<file path="src/rtl/branch_ctrl_if.sv">
// Request/response handshake between main control and branch_ctrl.
// master: start/opcode/funct out; busy/done/err in. slave: reverse.
interface branch_ctrl_if;
  logic       start;
  logic [5:0] opcode;
  logic [5:0] funct;
  logic       busy;
  logic       done;
  logic       err;

  modport master (
    output start, opcode, funct,
    input  busy, done, err
  );

  modport slave (
    input  start, opcode, funct,
    output busy, done, err
  );
endinterface

</file>
<file path="src/rtl/branch_ctrl.sv">
// Multicycle control-flow sub-FSM: drives PC-update, ALU and link strobes.
// Ports: clk, reset_n, req (slave handshake), PC/ALU/regfile control outs.
module branch_ctrl (
  input  logic         clk,
  input  logic         reset_n,
  branch_ctrl_if.slave req,
  output logic         PCWrite,
  output logic         PCWriteCond,
  output logic         EQorNE,
  output logic         GTorLT,
  output logic [1:0]   PCSource,
  output logic         ALUSrcA,
  output logic [1:0]   ALUSrcB,
  output logic [1:0]   ALUOp,
  output logic [1:0]   RegDst,
  output logic [1:0]   MemtoReg,
  output logic         RegWrite
);

  localparam logic [5:0] OP_RT  = 6'h00;
  localparam logic [5:0] OP_J   = 6'h02;
  localparam logic [5:0] OP_JAL = 6'h03;
  localparam logic [5:0] OP_BEQ = 6'h04;
  localparam logic [5:0] OP_BNE = 6'h05;
  localparam logic [5:0] OP_BLE = 6'h06;
  localparam logic [5:0] OP_BGT = 6'h07;
  localparam logic [5:0] FN_JR  = 6'h08;

  typedef enum logic [2:0] {
    IDLE   = 3'd0,
    BR_CMP = 3'd1,
    JMP    = 3'd2,
    LINK   = 3'd3,
    JR_JMP = 3'd4,
    FIN    = 3'd5
  } state_t;

  typedef struct packed {
    logic       busy;
    logic       done;
    logic       err;
    logic       pc_write;
    logic       pc_write_cond;
    logic       eq_or_ne;
    logic       gt_or_lt;
    logic [1:0] pc_source;
    logic       alu_src_a;
    logic [1:0] alu_src_b;
    logic [1:0] alu_op;
    logic [1:0] reg_dst;
    logic [1:0] mem_to_reg;
    logic       reg_write;
  } ctl_t;

  state_t     state, state_n;
  logic [5:0] opc, opc_n;
  logic [5:0] fn, fn_n;
  logic       errf, errf_n;
  ctl_t       ctl, ctl_n;

  logic is_br, is_j, is_jal, is_jr;

  assign is_br  = req.opcode inside {OP_BEQ, OP_BNE, OP_BLE, OP_BGT};
  assign is_j   = req.opcode == OP_J;
  assign is_jal = req.opcode == OP_JAL;
  assign is_jr  = req.opcode == OP_RT && req.funct == FN_JR;

  always_comb begin
    state_n = state;
    opc_n   = opc;
    fn_n    = fn;
    errf_n  = errf;
    unique case (state)
      IDLE: if (req.start) begin
        opc_n  = req.opcode;
        fn_n   = req.funct;
        errf_n = 1'b0;
        unique case (1'b1)
          is_br:   state_n = BR_CMP;
          is_j:    state_n = JMP;
          is_jal:  state_n = LINK;
          is_jr:   state_n = JR_JMP;
          default: begin
            state_n = FIN;
            errf_n  = 1'b1;
          end
        endcase
      end
      BR_CMP:  state_n = FIN;
      LINK:    state_n = JMP;
      JMP:     state_n = FIN;
      JR_JMP:  state_n = FIN;
      FIN:     state_n = IDLE;
      default: state_n = IDLE;
    endcase
  end

  // Outputs are registered: decode the state being entered so the
  // flops present that state's controls during the state itself.
  always_comb begin
    ctl_n      = '0;
    ctl_n.busy = state_n != IDLE;
    unique case (state_n)
      BR_CMP: begin
        ctl_n.alu_src_a     = 1'b1;
        ctl_n.alu_op        = 2'b01;
        ctl_n.pc_write_cond = 1'b1;
        ctl_n.pc_source     = 2'b01;
        ctl_n.eq_or_ne      = opc_n == OP_BNE;
        ctl_n.gt_or_lt      = opc_n == OP_BLE;
      end
      LINK: begin
        ctl_n.reg_dst    = 2'b10;
        ctl_n.mem_to_reg = 2'b10;
        ctl_n.reg_write  = 1'b1;
      end
      JMP: begin
        ctl_n.pc_write  = 1'b1;
        ctl_n.pc_source = 2'b10;
      end
      JR_JMP: begin
        ctl_n.pc_write  = 1'b1;
        ctl_n.pc_source = 2'b11;
      end
      FIN: begin
        ctl_n.done = 1'b1;
        ctl_n.err  = errf_n;
      end
      default: ;
    endcase
  end

  always_ff @(posedge clk or negedge reset_n) begin
    if (!reset_n) begin
      state <= IDLE;
      opc   <= '0;
      fn    <= '0;
      errf  <= 1'b0;
      ctl   <= '0;
    end else begin
      state <= state_n;
      opc   <= opc_n;
      fn    <= fn_n;
      errf  <= errf_n;
      ctl   <= ctl_n;
    end
  end

  assign req.busy    = ctl.busy;
  assign req.done    = ctl.done;
  assign req.err     = ctl.err;
  assign PCWrite     = ctl.pc_write;
  assign PCWriteCond = ctl.pc_write_cond;
  assign EQorNE      = ctl.eq_or_ne;
  assign GTorLT      = ctl.gt_or_lt;
  assign PCSource    = ctl.pc_source;
  assign ALUSrcA     = ctl.alu_src_a;
  assign ALUSrcB     = ctl.alu_src_b;
  assign ALUOp       = ctl.alu_op;
  assign RegDst      = ctl.reg_dst;
  assign MemtoReg    = ctl.mem_to_reg;
  assign RegWrite    = ctl.reg_write;

endmodule

</file>
<file path="src/flat_wrapper.sv">
// flat-port wrapper written by rule: the top's interface ports become plain ports
module branch_ctrl_flat 
  (clk, reset_n, PCWrite, PCWriteCond, EQorNE, GTorLT, PCSource, ALUSrcA, ALUSrcB, ALUOp, RegDst, MemtoReg, RegWrite, req_start, req_opcode, req_funct, req_busy, req_done, req_err);
  branch_ctrl_if req_i ();
  input  logic clk;
  input  logic reset_n;
  output logic PCWrite;
  output logic PCWriteCond;
  output logic EQorNE;
  output logic GTorLT;
  output logic [1:0] PCSource;
  output logic ALUSrcA;
  output logic [1:0] ALUSrcB;
  output logic [1:0] ALUOp;
  output logic [1:0] RegDst;
  output logic [1:0] MemtoReg;
  output logic RegWrite;
  input wire logic [$bits(req_i.start)-1:0] req_start;
  input wire logic [$bits(req_i.opcode)-1:0] req_opcode;
  input wire logic [$bits(req_i.funct)-1:0] req_funct;
  output wire logic [$bits(req_i.busy)-1:0] req_busy;
  output wire logic [$bits(req_i.done)-1:0] req_done;
  output wire logic [$bits(req_i.err)-1:0] req_err;
  assign req_i.start = req_start;
  assign req_i.opcode = req_opcode;
  assign req_i.funct = req_funct;
  assign req_busy = req_i.busy;
  assign req_done = req_i.done;
  assign req_err = req_i.err;
  branch_ctrl u_core (.clk(clk), .reset_n(reset_n), .req(req_i), .PCWrite(PCWrite), .PCWriteCond(PCWriteCond), .EQorNE(EQorNE), .GTorLT(GTorLT), .PCSource(PCSource), .ALUSrcA(ALUSrcA), .ALUSrcB(ALUSrcB), .ALUOp(ALUOp), .RegDst(RegDst), .MemtoReg(MemtoReg), .RegWrite(RegWrite));
endmodule
</file>
<file path="config.mk">
export PLATFORM = sky130hd
export DESIGN_NAME = branch_ctrl_flat
export DESIGN_NICKNAME = d
export VERILOG_FILES = /design/src/rtl/branch_ctrl_if.sv /design/src/rtl/branch_ctrl.sv /design/src/flat_wrapper.sv
export SDC_FILE = /design/constraint.sdc
export NUM_CORES = 1
export LEC_CHECK = 0
export CORE_MARGIN = 8
export CORE_UTILIZATION = 43
export CTS_BUF_LIST = sky130_fd_sc_hd__clkbuf_8
export CTS_CLUSTER_SIZE = 28
export DETAILED_ROUTE_END_ITERATION = 16
export GPL_TIMING_DRIVEN = 0
export PLACE_DENSITY = 0.81
export SLEW_MARGIN = 15
export SYNTH_ARGS = -nofsm -noshare
export SYNTH_HDL_FRONTEND = slang
export SYNTH_SLANG_ARGS = --single-unit
</file>
<file path="constraint.sdc">
create_clock -name clk -period 1.9 [get_ports clk]
set_input_delay 0.38 -clock clk [delete_from_list [all_inputs] [get_ports clk]]
set_output_delay 0.38 -clock clk [all_outputs]
set_load 0.01 [all_outputs]
</file>
==> results of run 1 <==
logic make-up (layout without fill, tap and decap cells):
group / Yosys count / after routing / share of synthesized area, %
compound gates: 14 / 14 / 12.5
xor+xnor: 1 / 1 / 1.09
fa+ha+maj: 1 / 1 / 1.40
buf+inv: 16 / 49 / 13.4
flops: 15 / 15 / 46.8
mux: 3 / 3 / 4.99
other cells: 1 / 5 / 0.468
simple gates: 20 / 20 / 19.3
stage by stage:
stage          cells  TNS [ns]  area [sq um]  power, mW  utilization [%]
4_1_cts          132         0          1180       1.52             67.7
6_report         133         0          1200       1.57             69.0
3_5_place_dp     128     -2.34          1130       1.25             64.7
2_1_floorplan     75         0           817      0.955                -
5_1_grt          133         0          1200       1.67             69.0
3_3_place_gp     128     -1.76          1130       1.23             64.7
cell type report:
cell class | instances | area [sq um] | area share [%]
clock inverters | 1 | 3.75 | 0.312
well taps | 25 | 31.3 | 2.60
inverters | 3 | 11.3 | 0.935
clock buffers | 3 | 41.3 | 3.43
flip-flops and latches | 15 | 375 | 31.2
repair buffers | 29 | 300 | 24.9
multi-input cells | 44 | 345 | 28.7
plain buffers | 13 | 96.3 | 8.00
path summary, 6_finish.rpt:
path,endpoint,cells after the start,startpoint
min,u_core.opc[1],1,u_core.opc[1]
max reg2reg,u_core.EQorNE,6,u_core.state[0]
max,u_core.EQorNE,6,u_core.state[0]
min reg2reg,u_core.opc[1],1,u_core.opc[1]
max in group asynchronous,u_core.ALUSrcA,1,reset_n
min in group asynchronous,u_core.state[2],1,reset_n
layout by cell type (no fill, tap or decap), types with 2 or more instances in the layout:
| cell | Yosys | final |
|---|---|---|
| a211oi_1 | 2 | 2 |
| a21oi_1 | 3 | 2 |
| buf_2 | 2 | 2 |
| buf_4 | 10 | 10 |
| clkbuf_8 | 0 | 3 |
| clkdlybuf4s50_1 | 0 | 28 |
| conb_1 | 1 | 5 |
| dfrtp_1 | 15 | 15 |
| inv_1 | 3 | 4 |
| mux2_4 | 2 | 2 |
| nand2_1 | 3 | 3 |
| nor2_1 | 5 | 5 |
| nor4b_1 | 2 | 2 |
| nor4b_2 | 2 | 2 |
| o21a_1 | 3 | 3 |
| o21ai_0 | 3 | 3 |
worst max-delay path: stages, from the launching register on:
cell      delay, ns
dfrtp_1        0.35
buf_2          0.16
maj3_2         0.33
a211oi_1       0.37
a211oi_4       0.09
buf_12         0.16
nor4b_2        0.25
power by group through the flow:
stage	clock [mW]	combinational (mW)	sequential, mW
floorplan	0	0.436	0.519
global placement	0	0.746	0.482
detailed placement	0	0.769	0.482
CTS	0.250	0.795	0.478
global route	0.271	0.907	0.491
finish	0.242	0.855	0.478
routing by layer:
layer  global-route usage (%)  vias to the layer above  wire (microns)
li1                         -                      306               -
met1                     10.2                      302             717
met2                     18.0                       27             902
met3                     5.86                        2             219
met4                     5.12                        0               8
met5                        0                        -               0
what timing repair did:
item / CTS / global route
buffers inserted: 0 / 1
resized for setup: 1 / 1
cloned: 0 / 0
pin swaps: 0 / 1
setup endpoints to repair: 7 / 6
hold endpoints to repair: 0 / 0
==> results.cfg, run 1 <==
[critical_path]
worst_ep_required_time_ns = 2.05
critPathKind = flip-flop to flip-flop
endpoint_kind = flip-flop
critical_path.max_fanout = 8
r2r_setup_slack_ns = 0.09
start_kind = flip-flop
crit_arrival_ns = 1.96

[sta]
final_max_slew_viol_count = 0
finClkSkew_ns = 0.00347
setup_slack_ns = 0.0893
hold_slack_ns = 0.510
finalCritPeriodShare_pct = 95.3
period_minus_slack_ns = 1.81
worstMarginPinSlew_ns = 0.646
rsz0062_at_grt = no
final_hold_viol_count = 0
fmax_mhz = 552
max_slew_margin_pct = 56.8
setup_viol = 0

[power]
power_density_mw_per_mm2 = 1310
internal_power_mw = 1.05
p_clk_share_pct = 15.4
irDropWorstVdd_v = 0.000998
swShare_pct = 33.3
combPwrFrac_pct = 54.3
p_switching_mw = 0.525
seqPwrFrac_pct = 30.3
cellLeakagePower_nw = 0.512

[clock_network]
clockBufferDepth = 2
cts.sinks = 15
cts.clk_slew.worst_paths_ns = 0.06
tritoncts = built
cts_root_buf = clkbuf_8
postCtsHoldBufs = 0
cts_made_buffers = 3
ctsHtreeMaxLevel = 1
clk_latency_ns = 0.24

[drt]
via_count = 637
drc = 0
antenna_left = 0
routed_via_density = 4.79
wirelength_microns = 1850
post_drt_wl_per_cell_microns = 13.9
drtIter0Drc = 8
first_pass_iters = 5

[cells_and_area]
area_growth_syn_to_layout_pct = 50.2
n_antenna_cell = 0
nets = 124
layout-drive-gt1-share_pct = 25.9
largest_reg_flops = 3
regMostFlops = u_core.state
fillers = 137

[synth]
yosysWarnings = 0
ys_top_cells_by_area = dfrtp_1, buf_4, mux2_4
syn_inst = 71
synth_edf_count = 0
syn_avg_cell_area_sq_um = 11.3
synth_area_sq_um = 802
synth_ff_type = dfrtp_1
synth.distinct_cells = 29
ys_ff_latch = 15
yosysSeqAreaShare_pct = 46.8
synth-async-reset-ratio_pct = 100
netlist.area_leader.share_pct = 46.8
yosys-top-cells-count = dfrtp_1, buf_4, nor2_1
yosys.area.top_type = dfrtp_1
yosysMostFrequentCell = dfrtp_1

[floorplan]
die_y_microns = 59.2
initial_core_util_pct = 45.9
rows = 15
die_w_microns = 59.2
core_sq_mm = 0.00175
dieArea_sq_mm = 0.00350
design.portCount = 34

[global_route]
grt_overflow = 0
grt_max_degree = 16
grt_pass1_wl_microns = 2860
grt_usage_pct = 10.6
antenna_found_initial = 0
grt_pass1_vias = 622

[outcome]
status = complete, no violations

[placed_design]
dp_hpwl_microns = 1410
place_ws_ns = -0.339
place.gp.congestion = 0.757
io_buffers = 28

[hold_path]
hp-class = flip-flop to flip-flop

[flow_run]
cap_violations = 0
Note: power is estimated with default switching activity, not from simulation.
==> run 2, diff against run 1 <==
--- a/config.mk
+++ b/config.mk
@@ -6,12 +6,12 @@
 export NUM_CORES = 1
 export LEC_CHECK = 0
 export CORE_MARGIN = 8
-export CORE_UTILIZATION = 43
+export CORE_UTILIZATION = 40
 export CTS_BUF_LIST = sky130_fd_sc_hd__clkbuf_8
 export CTS_CLUSTER_SIZE = 28
 export DETAILED_ROUTE_END_ITERATION = 16
 export GPL_TIMING_DRIVEN = 0
-export PLACE_DENSITY = 0.81
+export PLACE_DENSITY = 0.76
 export SLEW_MARGIN = 15
 export SYNTH_ARGS = -nofsm -noshare
 export SYNTH_HDL_FRONTEND = slang
==> run 2 against run 1 <==
Setup slack better by 0.0074 ns; clock skew is 0.0040 ns higher; sequential share of layout area grew 0.43 points; critical path type is now primary input to flip-flop; largest power group unchanged; cell area fell by 1.4%; via count down 1.9%; global-route usage increased by 0.63 points; highest routed layer unchanged; final cell count grew 0.75%; core utilization down 7.2 points; worst hold slack worse by 0.0039 ns; fmax increased by 0.41%; sequential power about the same.
==> results.cfg, run 2 (synthesized netlist as in run 1, its figures left out) <==
[floorplan]
die_y_microns = 60.8
initial_core_util_pct = 41.7
rows = 16
design.portCount = 34
dieArea_sq_mm = 0.00369
die_w_microns = 60.8
core_sq_mm = 0.00192

[clock_network]
tritoncts = built
cts.sinks = 15
cts_made_buffers = 3
ctsHtreeMaxLevel = 1
cts_root_buf = clkbuf_8
cts.clk_slew.worst_paths_ns = 0.07
clockBufferDepth = 2
clk_latency_ns = 0.25
cts_setup_buffers = 0

[sta]
fmax_mhz = 555
max_slew_margin_pct = 56.1
period_minus_slack_ns = 1.80
final_hold_viol_count = 0
setup_viol = 0
finClkSkew_ns = 0.00747
rsz0062_at_grt = no
finalCritPeriodShare_pct = 94.9
final_max_slew_viol_count = 0
worstMarginPinSlew_ns = 0.656

[cells_and_area]
nets = 123
stdcell_count = 134
final_common_cell = clkdlybuf4s50_1
fillers = 176
layout-drive-gt1-share_pct = 26.2
final_cell_mix = clkdlybuf4s50_1, dfrtp_1, buf_4
regMostFlops = u_core.state
n_antenna_cell = 0
area_growth_syn_to_layout_pct = 48.2
largest_reg_flops = 3

[drt]
via_count = 625
antenna_left = 0
post_drt_wl_per_cell_microns = 14.4
wirelength_microns = 1930
drtIter0Drc = 6
routed_via_density = 4.66
drc = 0
first_pass_iters = 4

[global_route]
grt_pass1_wl_microns = 2910
antenna_found_initial = 0
grt_max_degree = 16
grt_overflow = 0
grt_usage_pct = 11.3
grt_pass1_vias = 634

[critical_path]
worst_ep_required_time_ns = 2.08
crit_arrival_ns = 1.98
critical_path.max_fanout = 8
endpoint_kind = flip-flop
start_kind = primary input
critPathKind = primary input to flip-flop

[placed_design]
dp_hpwl_microns = 1480
dp.cells = 130
io_buffers = 28
place.gp.congestion = 0.718

[power]
cellLeakagePower_nw = 0.502
irDropWorstVdd_v = 0.000815
power_density_mw_per_mm2 = 1290
finalPower_mw = 1.53

[outcome]
status = complete, no violations

[hold_path]
hp-class = flip-flop to flip-flop

[flow_run]
cap_violations = 0
## run 2: changes by cell type in the layout (fill, tap and decap cells not counted), sizes merged
cell	change
clkinv	+1
buf	-1
inv	-1
## run 2: cell type report
| type | count | area, sq um | share of cell area (%) |
|---|---|---|---|
| plain buffers | 13 | 96.3 | 8.11 |
| clock buffers | 3 | 41.3 | 3.47 |
| clock inverters | 1 | 5.00 | 0.421 |
| inverters | 3 | 11.3 | 0.947 |
| multi-input cells | 44 | 345 | 29.1 |
| flip-flops and latches | 15 | 375 | 31.6 |
| well taps | 27 | 33.8 | 2.84 |
| repair buffers | 28 | 280 | 23.6 |
## run 2: what timing repair did
action                     in CTS  in global routing
resized for setup               1                  1
pin swaps                       1                  1
hold buffers                    0                  0
setup endpoints to repair       1                  4
## run 2: metal layers
metal	vias up	GRT usage (%)	share of wire, %
met4	0	7.64	1.4
met5	-	0	0
met2	23	20.1	54
met1	297	10.1	35
li1	301	-	-
met3	4	4.87	9.7
## run 2: through the flow
stage	worst slack, ns	hold WS [ns]	cell area (sq um)	util [%]	TNS, ns
after global routing	0.00661	0.527	1190	61.8	0
after floorplan	0.324	0.0844	817	-	0
final	0.0967	0.506	1190	61.8	0
after detailed placement	-0.281	0.490	1130	58.9	-1.86
after global placement	-0.254	0.485	1130	58.9	-1.60
after CTS	0.0781	0.505	1180	61.7	0
## run 2: worst max-delay path, stage by stage
cell             delay [ns]
clkdlybuf4s50_1        0.40
nor4b_1                0.35
a21oi_2                0.16
a211oi_4               0.46
mux2i_1                0.23
## run 2: worst paths after layout
kind / slack [ns] / depth (start not counted) / from / end
min in group asynchronous: 0.53 / 1 / reset_n / u_core.ALUSrcA
worst min register to register: 0.51 / 1 / u_core.errf / u_core.errf
worst max-delay path: 0.1 / 5 / req_funct[2] / u_core.PCSource[0]
worst min-delay path: 0.51 / 1 / u_core.errf / u_core.errf
max in group asynchronous: 0.94 / 1 / reset_n / u_core.state[0]
worst max register to register: 0.18 / 5 / u_core.state[0] / u_core.EQorNE
## run 2: report_power, final
group,switching [mW],internal (mW),total (mW)
clock network,0.117,0.145,0.262
registers,0.0386,0.443,0.481
logic,0.370,0.416,0.787
total,0.526,1.00,1.53
